==> src/rtl/syn_weight_bank_if.sv <==
// Bus bundle for syn_weight_bank: bulk-load port, single-weight operation
// port and read-return strobe. master = requester, slave = weight bank.
interface syn_weight_bank_if #(
    parameter int NUM_COL    = 4,
    parameter int COL_WIDTH  = 8,
    parameter int ADDR_WIDTH = 5
);
    localparam int COL_SEL_W  = $clog2(NUM_COL);
    localparam int DATA_WIDTH = NUM_COL * COL_WIDTH;

    logic                            load_en;
    logic                            load_valid;
    logic [DATA_WIDTH-1:0]           load_data;
    logic                            load_done;
    logic                            op_valid;
    logic                            op_ready;
    logic [1:0]                      op_code;
    logic [ADDR_WIDTH+COL_SEL_W-1:0] op_addr;
    logic [COL_WIDTH-1:0]            op_data;
    logic                            rd_valid;
    logic [COL_WIDTH-1:0]            rd_data;

    modport master (
        output load_en, load_valid, load_data, op_valid, op_code, op_addr, op_data,
        input  load_done, op_ready, rd_valid, rd_data
    );

    modport slave (
        input  load_en, load_valid, load_data, op_valid, op_code, op_addr, op_data,
        output load_done, op_ready, rd_valid, rd_data
    );
endinterface

==> src/rtl/syn_weight_bank.sv <==
// Synaptic weight bank: word-wide bulk load, byte read/write and STDP
// read-modify-write. Define SYN_STDP_SAT_EN to clamp STDP results instead of wrapping.
module syn_weight_bank #(
    parameter int NUM_COL    = 4,
    parameter int COL_WIDTH  = 8,
    parameter int ADDR_WIDTH = 5
) (
    input  logic              clk,
    input  logic              rst,
    input  logic              kill,
    output logic              busy,
    output logic [1:0]        dbg_state,
    syn_weight_bank_if.slave  bus
);
    localparam int COL_SEL_W  = $clog2(NUM_COL);
    localparam int DATA_WIDTH = NUM_COL * COL_WIDTH;
    localparam int DEPTH      = 2 ** ADDR_WIDTH;

    // Handshake: an operation is accepted on a rising edge where op_valid and
    // op_ready are both high; load beats are taken on every load_valid in LOAD.
    typedef enum logic [1:0] {S_IDLE, S_LOAD, S_UPD_RD, S_UPD_WR} state_e;

    state_e                state_q, state_d;
    logic [ADDR_WIDTH-1:0] ptr_q, ptr_d;
    logic [COL_WIDTH-1:0]  rd_data_q, rd_data_d;
    logic                  rd_valid_q, rd_valid_d;
    logic                  load_done_q, load_done_d;
    logic [ADDR_WIDTH-1:0] upd_word_q, upd_word_d;
    logic [COL_SEL_W-1:0]  upd_col_q, upd_col_d;
    logic [COL_WIDTH-1:0]  upd_delta_q, upd_delta_d;
    logic [COL_WIDTH-1:0]  upd_wgt_q, upd_wgt_d;

    logic [DATA_WIDTH-1:0] mem [DEPTH];

    logic                  mem_we;
    logic [ADDR_WIDTH-1:0] mem_waddr;
    logic [NUM_COL-1:0]    mem_wmask;
    logic [DATA_WIDTH-1:0] mem_wdata;

    logic [ADDR_WIDTH-1:0] op_word;
    logic [COL_SEL_W-1:0]  op_col;
    logic [DATA_WIDTH-1:0] op_rd_word;
    logic [DATA_WIDTH-1:0] upd_rd_word;
    logic [COL_WIDTH-1:0]  op_wgt;
    logic [COL_WIDTH-1:0]  upd_old_wgt;

    function automatic logic [COL_WIDTH-1:0] stdp_apply(input logic [COL_WIDTH-1:0] w,
                                                        input logic [COL_WIDTH-1:0] d);
        logic [COL_WIDTH+1:0] sum;
        sum = {2'b00, w} + {{2{d[COL_WIDTH-1]}}, d};
`ifdef SYN_STDP_SAT_EN
        // Bit COL_WIDTH+1 flags a negative result, bit COL_WIDTH an overflow.
        if (sum[COL_WIDTH+1])  return '0;
        else if (sum[COL_WIDTH]) return '1;
        else                   return sum[COL_WIDTH-1:0];
`else
        return sum[COL_WIDTH-1:0];
`endif
    endfunction

    always_comb begin
        op_word     = bus.op_addr[ADDR_WIDTH+COL_SEL_W-1:COL_SEL_W];
        op_col      = bus.op_addr[COL_SEL_W-1:0];
        op_rd_word  = mem[op_word];
        upd_rd_word = mem[upd_word_q];
        op_wgt      = op_rd_word[op_col*COL_WIDTH +: COL_WIDTH];
        upd_old_wgt = upd_rd_word[upd_col_q*COL_WIDTH +: COL_WIDTH];
    end

    always_comb begin
        state_d      = state_q;
        ptr_d        = ptr_q;
        rd_data_d    = rd_data_q;
        rd_valid_d   = 1'b0;
        load_done_d  = 1'b0;
        upd_word_d   = upd_word_q;
        upd_col_d    = upd_col_q;
        upd_delta_d  = upd_delta_q;
        upd_wgt_d    = upd_wgt_q;
        mem_we       = 1'b0;
        mem_waddr    = op_word;
        mem_wmask    = '0;
        mem_wdata    = '0;
        bus.op_ready = (state_q == S_IDLE) && !bus.load_en;

        if (kill) begin
            state_d = S_IDLE;
            ptr_d   = '0;
        end else begin
            case (state_q)
                S_IDLE: begin
                    if (bus.load_en) begin
                        state_d = S_LOAD;
                    end else if (bus.op_valid) begin
                        case (bus.op_code)
                            2'b00: begin
                                rd_valid_d = 1'b1;
                                rd_data_d  = op_wgt;
                            end
                            2'b01: begin
                                mem_we            = 1'b1;
                                mem_waddr         = op_word;
                                mem_wmask[op_col] = 1'b1;
                                mem_wdata         = {NUM_COL{bus.op_data}};
                            end
                            2'b10: begin
                                upd_word_d  = op_word;
                                upd_col_d   = op_col;
                                upd_delta_d = bus.op_data;
                                state_d     = S_UPD_RD;
                            end
                            default: ;
                        endcase
                    end
                end
                S_LOAD: begin
                    if (bus.load_valid) begin
                        mem_we    = 1'b1;
                        mem_waddr = ptr_q;
                        mem_wmask = '1;
                        mem_wdata = bus.load_data;
                        ptr_d     = ptr_q + 1'b1;
                        if (ptr_q == ADDR_WIDTH'(DEPTH - 1)) begin
                            load_done_d = 1'b1;
                            state_d     = S_IDLE;
                        end
                    end
                end
                S_UPD_RD: begin
                    upd_wgt_d = upd_old_wgt;
                    state_d   = S_UPD_WR;
                end
                S_UPD_WR: begin
                    mem_we               = 1'b1;
                    mem_waddr            = upd_word_q;
                    mem_wmask[upd_col_q] = 1'b1;
                    mem_wdata            = {NUM_COL{stdp_apply(upd_wgt_q, upd_delta_q)}};
                    state_d              = S_IDLE;
                end
                default: state_d = S_IDLE;
            endcase
        end
    end

    always_ff @(posedge clk or negedge rst) begin
        if (!rst) begin
            state_q     <= S_IDLE;
            ptr_q       <= '0;
            rd_data_q   <= '0;
            rd_valid_q  <= 1'b0;
            load_done_q <= 1'b0;
            upd_word_q  <= '0;
            upd_col_q   <= '0;
            upd_delta_q <= '0;
            upd_wgt_q   <= '0;
        end else begin
            state_q     <= state_d;
            ptr_q       <= ptr_d;
            rd_data_q   <= rd_data_d;
            rd_valid_q  <= rd_valid_d;
            load_done_q <= load_done_d;
            upd_word_q  <= upd_word_d;
            upd_col_q   <= upd_col_d;
            upd_delta_q <= upd_delta_d;
            upd_wgt_q   <= upd_wgt_d;
        end
    end

    // Contents survive reset; writes are blocked while reset is held.
    always_ff @(posedge clk) begin
        if (mem_we && rst) begin
            for (int c = 0; c < NUM_COL; c++) begin
                if (mem_wmask[c]) begin
                    mem[mem_waddr][c*COL_WIDTH +: COL_WIDTH] <= mem_wdata[c*COL_WIDTH +: COL_WIDTH];
                end
            end
        end
    end

    assign bus.rd_valid  = rd_valid_q;
    assign bus.rd_data   = rd_data_q;
    assign bus.load_done = load_done_q;
    assign busy          = (state_q != S_IDLE);
    assign dbg_state     = state_q;

endmodule

==> src/flat_wrapper.sv <==
// flat-port wrapper written by rule: the top's interface ports become plain ports
module syn_weight_bank_flat 
#(
    parameter int NUM_COL    = 4,
    parameter int COL_WIDTH  = 8,
    parameter int ADDR_WIDTH = 5
)
  (clk, rst, kill, busy, dbg_state, bus_load_en, bus_load_valid, bus_load_data, bus_op_valid, bus_op_code, bus_op_addr, bus_op_data, bus_load_done, bus_op_ready, bus_rd_valid, bus_rd_data);
  syn_weight_bank_if #(.NUM_COL(NUM_COL), .COL_WIDTH(COL_WIDTH), .ADDR_WIDTH(ADDR_WIDTH)) bus_i ();
  input  logic clk;
  input  logic rst;
  input  logic kill;
  output logic busy;
  output logic [1:0] dbg_state;
  input wire logic [$bits(bus_i.load_en)-1:0] bus_load_en;
  input wire logic [$bits(bus_i.load_valid)-1:0] bus_load_valid;
  input wire logic [$bits(bus_i.load_data)-1:0] bus_load_data;
  input wire logic [$bits(bus_i.op_valid)-1:0] bus_op_valid;
  input wire logic [$bits(bus_i.op_code)-1:0] bus_op_code;
  input wire logic [$bits(bus_i.op_addr)-1:0] bus_op_addr;
  input wire logic [$bits(bus_i.op_data)-1:0] bus_op_data;
  output wire logic [$bits(bus_i.load_done)-1:0] bus_load_done;
  output wire logic [$bits(bus_i.op_ready)-1:0] bus_op_ready;
  output wire logic [$bits(bus_i.rd_valid)-1:0] bus_rd_valid;
  output wire logic [$bits(bus_i.rd_data)-1:0] bus_rd_data;
  assign bus_i.load_en = bus_load_en;
  assign bus_i.load_valid = bus_load_valid;
  assign bus_i.load_data = bus_load_data;
  assign bus_i.op_valid = bus_op_valid;
  assign bus_i.op_code = bus_op_code;
  assign bus_i.op_addr = bus_op_addr;
  assign bus_i.op_data = bus_op_data;
  assign bus_load_done = bus_i.load_done;
  assign bus_op_ready = bus_i.op_ready;
  assign bus_rd_valid = bus_i.rd_valid;
  assign bus_rd_data = bus_i.rd_data;
  syn_weight_bank #(.NUM_COL(NUM_COL), .COL_WIDTH(COL_WIDTH), .ADDR_WIDTH(ADDR_WIDTH)) u_core (.clk(clk), .rst(rst), .kill(kill), .busy(busy), .dbg_state(dbg_state), .bus(bus_i));
endmodule
==> config.mk <==
export PLATFORM = sky130hd
export DESIGN_NAME = syn_weight_bank_flat
export DESIGN_NICKNAME = d
export VERILOG_FILES = /design/src/rtl/syn_weight_bank_if.sv /design/src/rtl/syn_weight_bank.sv /design/src/flat_wrapper.sv
export SDC_FILE = /design/constraint.sdc
export NUM_CORES = 1
export LEC_CHECK = 0
export CORE_ASPECT_RATIO = 0.5
export CORE_MARGIN = 3
export CORE_UTILIZATION = 30
export CTS_BUF_LIST = sky130_fd_sc_hd__clkbuf_8
export DETAILED_ROUTE_END_ITERATION = 7
export PLACE_DENSITY = 0.55
export SLEW_MARGIN = 10
export SYNTH_ARGS = -nofsm -noshare
export SYNTH_HDL_FRONTEND = slang
export SYNTH_SLANG_ARGS = --single-unit
==> constraint.sdc <==
create_clock -name clk -period 4.3 [get_ports clk]
set_input_delay 0.86 -clock clk [delete_from_list [all_inputs] [get_ports clk]]
set_output_delay 0.86 -clock clk [all_outputs]
set_load 0.005 [all_outputs]
==> impl_metrics.ini <==
[placement]
place_congestion = 0.926
place_area_um2 = 56500
dp_cells = 5337
place.detailed.hpwl_mm = 118
detailedPlace.worstSlack_ns = 0.222
place.port_buffers = 68

[pwr]
finalPower_mw = 24.8
power_leakage_nw = 20.4
irDropWorstVdd_mv = 0.216
p_per_area_nw_per_um2 = 416

[clock_tree]
worst_skew_pair.late_latency_ns = 0.90
cts.path.max_buffers = 3
holdBufCountCts = 0
clk_root_buffer_cell = sky130_fd_sc_hd__clkbuf_8
cts_resized = 0
worst_setup_hold_path_clk_slew_ns = 0.07
cts_setup_buffers = 0
tritoncts_clock_tree = yes
numCtsBuffers = 171
h-tree-depth = 4
clock-sinks = 1064

[sta]
timing_worst_slew_pin_value_ns = 1.08
final_period_minus_worst_setup_slack_ns = 3.56
worst_slew_margin_rel_pct = 27.7
finalWorstSetupSlack_ns = 0.735
timing.hold.ws_ns = 0.0480
timing.final.crit_share_pct = 82.9
final.setup.tns_ns = 0
maxSlewViolCount = 0
clock_skew_ns = 0.0376
rsz_0062_raised_after_global_routing = no
setup_viol_count_final = 0
fmaxAchievable_mhz = 281
final_hold_viol_count = 0

[run]
maxCapViolations = 0

[routing]
drt-initial-drc-count = 4024
detail_route.first_pass.iterations = 6
detail_route.drc_violations = 0
antenna_violating_nets_post_route = 0
routed_wire_length_per_instance_um = 30.4
vias = 31800
finalWirelength_mm = 172
vias_per_cell = 5.64

[synthesis]
synth_cell_types = 54
ys.warnings.count = 0
synth-seq-cells = 1064
synth_area_per_cell_um2 = 17.5
number_of_flops_mapped_to_enable_cells_by_yosys = 1024
post_synth_inst_count = 2896
primary_ff_master_synth = sky130_fd_sc_hd__edfxtp_1
synth_sequential_area_ratio_pct = 62.6
synthesis.area_um2 = 50700
postSynthNetCount = 2961
postSynth.asyncResetShare_pct = 3.76

[setup_path]
library_cell_contributing_the_largest_single_delay_on_the_critical_path = sky130_fd_sc_hd__dfrtp_4
crit_top_cell = sky130_fd_sc_hd__mux4_2
crit_fanout = 24
timing.critical_path.arrival_ns = 4.30
critical_path.top_delay_family = multiplexers
critical_path_class = flop to flop
r2r_start = u_core.upd_word_q[1]$_DFFE_PN0P_
cp_bufs_invs = 1
worst-endpoint-required_ns = 5.04
r2r_cells = 7
setup.reg_to_reg.worst_slack_ns = 0.74
setup.worst_path.end_class = flop
startpoint_type = flop
crit_chain = buf_4 -> mux4_2 -> mux4_2 -> o21ai_0 -> nor3_1 -> nor4_1 -> a21oi_1
worst_path_largest_cell_delay_ns = 0.77
endpoint_of_the_most_critical_register_to_register_path = u_core.upd_wgt_q[3]$_DFFE_PN0P_

[layout]
layout-drive-gt1-share_pct = 33.1
regArea_um2 = 31800
numnets_final = 3307
area_growth_syn_to_layout_pct = 17.6
final_util_pct = 35.6
fin_cells = 5643
num-fill-cells = 15600
multi_input_comb_area_um2 = 18000
finalInstanceArea_um2 = 59600

[floorplanning]
placement_rows = 106
chipHeight_um = 297
area_of_the_core_region_um2 = 168000
die_area_um2 = 174000
start_util_pct = 30.3
dieWidth_um = 588
boundaryPins = 69

[grt]
gr-usage-all-layers_pct = 19.2
grt_pass1_vias = 31900
grt_remaining_overflow = 0
grt_antenna_before_repair = 6
grt_first_pass_wirelength_mm = 242
grt_start_max_net_pins = 53

[status]
status = finished clean

[worst_hold_path]
worstHoldPathType = input pin to asynchronous set/reset pin
logic make-up after synthesis:
kind of cell,share of synthesized area [%]
compound gates,4.36
xor+xnor,0.173
fa+ha+maj,0.261
buf+inv,2.17
flops,62.6
mux,26.2
simple gates,4.24
routing by layer:
| layer | share of wire (%) | up-vias | wire length, um | track usage, % |
|---|---|---|---|---|
| li1 | - | 12700 | - | - |
| met2 | 46 | 1843 | 78500 | 29.5 |
| met3 | 9.9 | 322 | 16900 | 4.62 |
| met1 | 40 | 16900 | 68900 | 26.1 |
| met5 | 0.031 | - | 54 | 0 |
| met4 | 4.2 | 8 | 7250 | 8.26 |
cell usage in the layout, fill, tap and decap left out, types with 5 or more instances in the layout:
| cell | count |
|---|---|
| sky130_fd_sc_hd__nand3_1 | 24 |
| sky130_fd_sc_hd__or3_1 | 8 |
| sky130_fd_sc_hd__nor2b_1 | 10 |
| sky130_fd_sc_hd__a211oi_1 | 11 |
| sky130_fd_sc_hd__nor2_1 | 177 |
| sky130_fd_sc_hd__a221o_1 | 27 |
| sky130_fd_sc_hd__a221oi_1 | 25 |
| sky130_fd_sc_hd__clkinv_2 | 21 |
| sky130_fd_sc_hd__o22ai_1 | 20 |
| sky130_fd_sc_hd__o31ai_1 | 5 |
| sky130_fd_sc_hd__mux2_2 | 46 |
| sky130_fd_sc_hd__a21o_1 | 8 |
| sky130_fd_sc_hd__buf_4 | 275 |
| sky130_fd_sc_hd__a31oi_1 | 26 |
| sky130_fd_sc_hd__buf_12 | 53 |
| sky130_fd_sc_hd__o211ai_1 | 11 |
| sky130_fd_sc_hd__a32oi_1 | 13 |
| sky130_fd_sc_hd__inv_1 | 56 |
| sky130_fd_sc_hd__ha_1 | 9 |
| sky130_fd_sc_hd__mux4_2 | 469 |
| sky130_fd_sc_hd__clkinv_1 | 38 |
| sky130_fd_sc_hd__nand2b_1 | 17 |
| sky130_fd_sc_hd__clkdlybuf4s50_1 | 62 |
| sky130_fd_sc_hd__o221ai_1 | 10 |
| sky130_fd_sc_hd__edfxtp_1 | 1024 |
| sky130_fd_sc_hd__nor3_1 | 21 |
| sky130_fd_sc_hd__clkbuf_8 | 185 |
| sky130_fd_sc_hd__a22oi_1 | 38 |
| sky130_fd_sc_hd__nand2_1 | 244 |
| sky130_fd_sc_hd__o21ai_0 | 26 |
| sky130_fd_sc_hd__a21oi_2 | 32 |
| sky130_fd_sc_hd__clkinvlp_4 | 6 |
| sky130_fd_sc_hd__mux2i_1 | 221 |
| sky130_fd_sc_hd__xnor2_1 | 6 |
| sky130_fd_sc_hd__a21oi_1 | 49 |
| sky130_fd_sc_hd__dfrtp_1 | 36 |
cell usage after synthesis (3+ instances only):
cell type,count,area (um2)
sky130_fd_sc_hd__a2111oi_0,3,26.3
sky130_fd_sc_hd__a211oi_1,11,82.6
sky130_fd_sc_hd__a21o_1,9,67.6
sky130_fd_sc_hd__a21oi_1,81,405
sky130_fd_sc_hd__a221o_1,27,270
sky130_fd_sc_hd__a221oi_1,25,219
sky130_fd_sc_hd__a22oi_1,38,285
sky130_fd_sc_hd__a31oi_1,26,163
sky130_fd_sc_hd__a32oi_1,13,114
sky130_fd_sc_hd__and2_1,4,25.0
sky130_fd_sc_hd__buf_1,27,101
sky130_fd_sc_hd__buf_2,60,300
sky130_fd_sc_hd__buf_4,25,188
sky130_fd_sc_hd__buf_6,7,78.8
sky130_fd_sc_hd__clkbuf_1,104,390
sky130_fd_sc_hd__dfrtp_1,40,1000
sky130_fd_sc_hd__edfxtp_1,1024,30700
sky130_fd_sc_hd__ha_1,9,113
sky130_fd_sc_hd__inv_1,8,30.0
sky130_fd_sc_hd__mux2_2,46,518
sky130_fd_sc_hd__mux2i_1,221,2210
sky130_fd_sc_hd__mux4_2,469,10600
sky130_fd_sc_hd__nand2_1,244,916
sky130_fd_sc_hd__nand2b_1,17,106
sky130_fd_sc_hd__nand3_1,24,120
sky130_fd_sc_hd__nor2_1,180,676
sky130_fd_sc_hd__nor2b_1,12,75.1
sky130_fd_sc_hd__nor3_1,21,105
sky130_fd_sc_hd__o211ai_1,11,82.6
sky130_fd_sc_hd__o21ai_0,26,130
sky130_fd_sc_hd__o21ai_1,3,15.0
sky130_fd_sc_hd__o221ai_1,10,87.6
sky130_fd_sc_hd__o22ai_1,20,125
sky130_fd_sc_hd__o31ai_1,5,37.5
sky130_fd_sc_hd__or2_2,3,18.8
sky130_fd_sc_hd__or3_1,8,50.1
sky130_fd_sc_hd__xnor2_1,6,52.6
sky130_fd_sc_hd__xor2_1,4,35.0
state kept, by name, indices dropped and copies added (netlist names):
name and cells:
u_core.ptr_q 5, u_core.upd_col_q 2, u_core.bus.rd_data 8, u_core.upd_wgt_q 8, u_core.bus.rd_valid 1, u_core.dbg_state 2, u_core.upd_delta_q 8, u_core.bus.load_done 1
u_core.mem 1024, u_core.upd_word_q 5
worst register-to-register path, cell delays in order, from the launching register on:
cell and delay, ns:
sky130_fd_sc_hd__dfrtp_4 0.77, sky130_fd_sc_hd__buf_4 0.36, sky130_fd_sc_hd__mux4_2 0.39, sky130_fd_sc_hd__mux4_2 0.51, sky130_fd_sc_hd__o21ai_0 0.48, sky130_fd_sc_hd__nor3_1 0.21
sky130_fd_sc_hd__nor4_1 0.57, sky130_fd_sc_hd__a21oi_1 0.13
worst max path at each step:
stage	from	end	slack, ns	cells past startpoint
after floorplan	bus_load_valid	u_core.mem[13][0]$_DFFE_PP_	0.98	7
after global placement	bus_op_addr[2]	u_core.bus.rd_data[0]$_DFFE_PN0P_	0.14	11
after detailed placement	bus_load_valid	u_core.mem[26][11]$_DFFE_PP_	0.22	8
after CTS	u_core.dbg_state[1]$_DFFE_PN0P_	bus_op_ready	0.68	4
after global routing	u_core.dbg_state[1]$_DFFE_PN0P_	bus_op_ready	0.66	4
final	u_core.upd_word_q[1]$_DFFE_PN0P_	u_core.upd_wgt_q[3]$_DFFE_PN0P_	0.74	7
where the power goes:
| group | total [mW] | internal [mW] | switching, mW |
|---|---|---|---|
| clock network | 8.30 | 4.18 | 4.11 |
| logic | 4.96 | 2.08 | 2.87 |
| registers | 11.5 | 11.4 | 0.166 |
layout make-up:
cell class	count	area share, %
Antenna cell	3	0.0126
Timing Repair Buffer	396	6.38
Multi-Input combinational cell	1598	30.2
Clock buffer	185	4.27
Clock inverter	118	1.02
Inverter	11	0.0818
Tap cell	2268	4.76
Sequential cell	1064	53.3
Note: power is estimated with default switching activity, not from simulation.
